[src/rtl/sp_types_pkg.sv]
// Shared scratchpad types: bank geometry, bank-controller state and FIFO entry layouts.
package sp_types_pkg;

  localparam int ROW_S_W      = 8;
  localparam int BITS_PER_ROW = 32;
  localparam int SP_TAG_W     = 2;

  typedef enum logic [1:0] {
    IDLE    = 2'd0,
    RD_WAIT = 2'd1,
    RESP    = 2'd2
  } spbank_state_t;

  typedef enum logic {
    WRITE = 1'b0,
    READ  = 1'b1
  } grant_t;

  typedef struct packed {
    logic [ROW_S_W-1:0]      row;
    logic [BITS_PER_ROW-1:0] data;
  } wFIFO_t;

  typedef struct packed {
    logic [ROW_S_W-1:0]  row;
    logic [SP_TAG_W-1:0] tag;
  } rFIFO_t;

endpackage

[src/rtl/sp_bank_arb.sv]
// Two-request round-robin arbiter (write vs read); grants only while enabled and
// remembers which class won last so a contended cycle alternates.
module sp_bank_arb
  import sp_types_pkg::*;
(
  input  logic clk_i,
  input  logic rst_i,
  input  logic en_i,
  input  logic wreq_i,
  input  logic rreq_i,
  output logic wgnt_o,
  output logic rgnt_o
);

  grant_t last_q, last_d;

  always_comb begin
    wgnt_o = 1'b0;
    rgnt_o = 1'b0;
    if (en_i) begin
      if (wreq_i && (!rreq_i || last_q == READ)) begin
        wgnt_o = 1'b1;
      end else if (rreq_i) begin
        rgnt_o = 1'b1;
      end
    end
  end

  always_comb begin
    last_d = last_q;
    if (wgnt_o) begin
      last_d = WRITE;
    end else if (rgnt_o) begin
      last_d = READ;
    end
  end

  // Reset to READ so the first contended grant favours the write.
  always_ff @(posedge clk_i or posedge rst_i) begin
    if (rst_i) begin
      last_q <= READ;
    end else begin
      last_q <= last_d;
    end
  end

endmodule

[src/rtl/sp_bank_ctrl.sv]
// Scratchpad bank port controller: drains write/read FIFOs into one single-port
// SRAM bank and returns tagged read rows over a valid/ready response channel.
module sp_bank_ctrl
  import sp_types_pkg::*;
#(
  parameter int READ_LAT = 2,
  parameter int TAG_W    = SP_TAG_W,
  parameter int ROW_W    = ROW_S_W,
  parameter int DATA_W   = BITS_PER_ROW
) (
  input  logic              CLK,
  input  logic              RST,
  input  logic              wFIFO_empty,
  input  wFIFO_t            wFIFO_rdata,
  output logic              wFIFO_REN,
  input  logic              rFIFO_empty,
  input  rFIFO_t            rFIFO_rdata,
  output logic              rFIFO_REN,
  output logic              sram_en,
  output logic              sram_wen,
  output logic [ROW_W-1:0]  sram_addr,
  output logic [DATA_W-1:0] sram_wdata,
  input  logic [DATA_W-1:0] sram_rdata,
  output logic              rsp_valid,
  output logic [DATA_W-1:0] rsp_data,
  output logic [TAG_W-1:0]  rsp_tag,
  input  logic              rsp_ready,
  output logic              busy
);

  localparam int CNT_W = (READ_LAT > 1) ? $clog2(READ_LAT) : 1;
  localparam logic [CNT_W-1:0] CNT_INIT = CNT_W'(READ_LAT - 1);

  spbank_state_t     state_q, state_d;
  logic [CNT_W-1:0]  cnt_q, cnt_d;
  logic [TAG_W-1:0]  tag_q, tag_d;
  logic [DATA_W-1:0] rsp_data_q, rsp_data_d;

  logic arb_en;
  logic wgnt, rgnt;

  // Gating with RST keeps every strobe low while reset is held, even with FIFOs non-empty.
  assign arb_en = (state_q == IDLE) && !RST;

  sp_bank_arb u_arb (
    .clk_i  (CLK),
    .rst_i  (RST),
    .en_i   (arb_en),
    .wreq_i (!wFIFO_empty),
    .rreq_i (!rFIFO_empty),
    .wgnt_o (wgnt),
    .rgnt_o (rgnt)
  );

  always_ff @(posedge CLK or posedge RST) begin
    if (RST) begin
      state_q    <= IDLE;
      cnt_q      <= '0;
      tag_q      <= '0;
      rsp_data_q <= '0;
    end else begin
      state_q    <= state_d;
      cnt_q      <= cnt_d;
      tag_q      <= tag_d;
      rsp_data_q <= rsp_data_d;
    end
  end

  always_comb begin
    state_d    = state_q;
    cnt_d      = cnt_q;
    tag_d      = tag_q;
    rsp_data_d = rsp_data_q;
    case (state_q)
      IDLE: begin
        if (rgnt) begin
          state_d = RD_WAIT;
          cnt_d   = CNT_INIT;
          tag_d   = rFIFO_rdata.tag;
        end
      end
      RD_WAIT: begin
        if (cnt_q == '0) begin
          rsp_data_d = sram_rdata;
          state_d    = RESP;
        end else begin
          cnt_d = cnt_q - 1'b1;
        end
      end
      RESP: begin
        if (rsp_ready) begin
          state_d = IDLE;
        end
      end
      default: state_d = IDLE;
    endcase
  end

  always_comb begin
    wFIFO_REN  = wgnt;
    rFIFO_REN  = rgnt;
    sram_en    = wgnt | rgnt;
    sram_wen   = wgnt;
    sram_addr  = '0;
    sram_wdata = '0;
    if (wgnt) begin
      sram_addr  = wFIFO_rdata.row;
      sram_wdata = wFIFO_rdata.data;
    end else if (rgnt) begin
      sram_addr = rFIFO_rdata.row;
    end
    rsp_valid = (state_q == RESP);
    busy      = (state_q != IDLE);
    rsp_data  = rsp_data_q;
    rsp_tag   = tag_q;
  end

endmodule

[config.mk]
export PLATFORM = sky130hd
export DESIGN_NAME = sp_bank_ctrl
export DESIGN_NICKNAME = d
export VERILOG_FILES = /design/src/rtl/sp_types_pkg.sv /design/src/rtl/sp_bank_arb.sv /design/src/rtl/sp_bank_ctrl.sv
export SDC_FILE = /design/constraint.sdc
export NUM_CORES = 1
export LEC_CHECK = 0
export CAP_MARGIN = 20
export CORE_MARGIN = 2
export CORE_UTILIZATION = 28
export CTS_CLUSTER_SIZE = 25
export DETAILED_ROUTE_END_ITERATION = 7
export HOLD_SLACK_MARGIN = 0.08
export PLACE_DENSITY = 0.82
export REMOVE_ABC_BUFFERS = 1
export SYNTH_ARGS = -nofsm -noshare
export SYNTH_HDL_FRONTEND = slang
export SYNTH_SLANG_ARGS = --single-unit
export TNS_END_PERCENT = 1
[constraint.sdc]
create_clock -name CLK -period 1.4 [get_ports CLK]
set_input_delay 0.14 -clock CLK [delete_from_list [all_inputs] [get_ports CLK]]
set_output_delay 0.14 -clock CLK [all_outputs]
set_load 0.02 [all_outputs]
==> impl_metrics.env <==
export IMPL_outcome="finished with violations"
export IMPL_violations="setup timing"
export IMPL_synth_area_sq_um=1790
export IMPL_synth_compound_area_frac=0.0602
export IMPL_critPathMaxStageDelay_ns=0.41
export IMPL_setup_slack_ns=-0.564
export IMPL_tns_ns=-24.63
export IMPL_crit_top_cell="buf_6"
export IMPL_yosysWarnings=0
export IMPL_holdWs_ns=0.234
export IMPL_grt_remaining_overflow=0
export IMPL_grt_start_max_net_pins=39
export IMPL_yosys_most_used_dff="dfrtp_1"
export IMPL_dieWidth_um=83.9
export IMPL_via_per_inst=4.47
export IMPL_hold_viol=0
export IMPL_ir_drop_mv=1.25
export IMPL_relSlewSlack=0.835
export IMPL_cts_root_buf="clkbuf_8"
export IMPL_rr_worst_depth=4
export IMPL_final_cell_mix="clkdlybuf4s50_1 (86), buf_6 (43), dfrtp_1 (37)"
export IMPL_crit_chain="or3_4, nor3_4, buf_6, buf_16, a22o_1, buf_6"
export IMPL_postRouteAntennaNets=0
export IMPL_worstPathRequired_ns=1.26
export IMPL_slew_viol_final=0
export IMPL_skew_ns=0.00956
export IMPL_power_total_mw=6.83
export IMPL_cts_sinks=38
export IMPL_synth_xor_area_frac=0
export IMPL_nets=403
export IMPL_muxShareOfSynthArea=0.214
export IMPL_worstReg2RegStart="state_q[0]"
export IMPL_grt_pass1_wl_mm=9.65
export IMPL_power_density_nw_per_um2=1730
export IMPL_pre_cts_ws_ns=-0.913
export IMPL_grt_use_total=0.175
export IMPL_synth_adder_area_share=0
export IMPL_drcViolationCount=0
export IMPL_clk_pin_slew_ns=0.07
export IMPL_die_height_um=83.9
export IMPL_worst_setup_path_type="reg -> out"
export IMPL_syn_to_final_growth_pct=120
export IMPL_dp_cells=382
export IMPL_die_area_sq_um=7040
export IMPL_routedWlPerCell_um=15.7
export IMPL_timing_final_crit_share=1.40
export IMPL_ys_seq_elements=38
export IMPL_report_final_setup_viol=81
export IMPL_drive_above_1_share=0.411
export IMPL_crit_buf_inv=3
export IMPL_cp_slowest_cell="or3_4"
export IMPL_cts_hold_buffers=0
export IMPL_cts_tree="done"
export IMPL_coreArea_sq_um=6280
export IMPL_layout_commonest_cell="clkdlybuf4s50_1"
export IMPL_start_kind="flip-flop"
export IMPL_rsz0062_at_grt="yes"
export IMPL_antenna_found_initial=0
export IMPL_first_pass_iters=4
export IMPL_drtIter0Drc=43
export IMPL_tightestPinTransition_ns=0.248
export IMPL_final_cells=393
export IMPL_hold_path_class="in -> async"
export IMPL_syn_inst=138
export IMPL_synthSimpleGateAreaFrac=0.155
export IMPL_diodes=0
export IMPL_synth_edf_count=0
export IMPL_worstSetupEndpointType="output port"
export IMPL_place_gp_congestion=0.692
export IMPL_crit_fanout=15
export IMPL_wirelength_mm=6.16
export IMPL_dr_total_vias=1758
export IMPL_fmax_mhz=509
export IMPL_fin_area_sq_um=3940
export IMPL_reg2reg_to="rsp_tag[1]"
export IMPL_synth_top_family_by_area="multiplexers"
export IMPL_rows=29
export IMPL_clk_path_buf_depth=2
export IMPL_htreeDepth=2
export IMPL_critical_path_top_delay_family="simple AND/OR/NAND/NOR gates"
export IMPL_cp_arrival_ns=1.82
export IMPL_dpl_cell_area_sq_um=3620
export IMPL_ys_seq_area_frac=0.533
export IMPL_ff2ff_setup_slack_ns=-0.18
export IMPL_leakagePower_nw=1.86
export IMPL_numCtsBuffers=5
export IMPL_boundaryPins=167
export IMPL_clk_latency_ns=0.29
export IMPL_dp_hpwl_mm=4.49
export IMPL_grt_pass1_vias=1860
export IMPL_fin_crit_ns=1.96
export IMPL_synthArstFlopShare=1.00
export IMPL_portBuffers=166
export IMPL_yosysUniqueCellTypes=19
export IMPL_avgSynthCellArea_sq_um=13.0
export IMPL_start_util=0.285
export IMPL_fin_util=0.627
export IMPL_max_cap_violations=0
## per-layer routing
metal / GRT usage / vias to the layer above / share of wire
met5: 0 / - / 0
met4: 0.0513 / 0 / 0.0080
met3: 0.0593 / 4 / 0.060
met2: 0.312 / 70 / 0.56
met1: 0.199 / 856 / 0.37
li1: - / 828 / -
## kinds of logic after synthesis
kind of cell,after synthesis
AND/OR/NAND/NOR,41
flip-flops,38
multiplexers,34
AO/OA/AOI/OAI,13
buffers and inverters,12
## report_power, final
part	switching (mW)	internal (mW)
Combinational	1.83	2.11
Clock	0.376	0.570
Sequential	0.265	1.67
Total	2.47	4.36
## synthesized netlist by cell type (2+ instances only)
cell	n	area, sq um
mux2_2	34	383
buf_4	5	37.5
a22o_1	8	70.1
and2_1	32	200
a21o_1	2	15.0
buf_2	2	10.0
dfrtp_1	37	926
nor2b_1	2	12.5
clkbuf_2	2	10.0
nor3_4	2	32.5
inv_1	3	11.3
nor2_1	2	7.51
## flip-flops by register name, summed over array words and instances, names as in the netlist
| register | count |
|---|---|
| rsp_data | 32 |
| rsp_tag | 2 |
| state_q | 2 |
| cnt_q | 1 |
| u_arb.last_q | 1 |
## timing repair
item / CTS / global route
pin swaps: 6 / 17
cloned: 2 / 0
gates resized for setup: 296 / 40
setup endpoints to repair: 108 / 92
buffers inserted: 2 / 0
## worst register-to-register path, delay by kind of cell (launching register included)
kind | cells | cell delay (ns)
muxes | 1 | 0.30
and+or+nand+nor | 2 | 0.62
buffers and inverters | 1 | 0.17
DFF | 1 | 0.39
## cell type report
| type | count | area (sq um) |
|---|---|---|
| fill | 528 | 2340 |
| timing repair buffer | 180 | 1900 |
| tap | 77 | 96.3 |
| sequential | 38 | 952 |
| inverter | 3 | 11.3 |
| multi-input combinational | 88 | 863 |
| clock inverter | 1 | 30.0 |
| clock buffer | 6 | 82.6 |
## how the worst max path moves through the flow
| stage | slack [ns] | end | start | cells past startpoint |
|---|---|---|---|---|
| after floorplan | -1.07 | rsp_data[0] | state_q[1] | 3 |
| after global placement | -0.88 | sram_addr[4] | RST | 6 |
| after detailed placement | -0.91 | sram_wdata[26] | RST | 6 |
| after CTS | -0.57 | sram_addr[4] | state_q[0] | 6 |
| after global routing | -0.66 | sram_addr[0] | state_q[0] | 6 |
| final | -0.56 | sram_addr[0] | state_q[0] | 6 |
No activity file was read; power rests on OpenSTA's default activity.
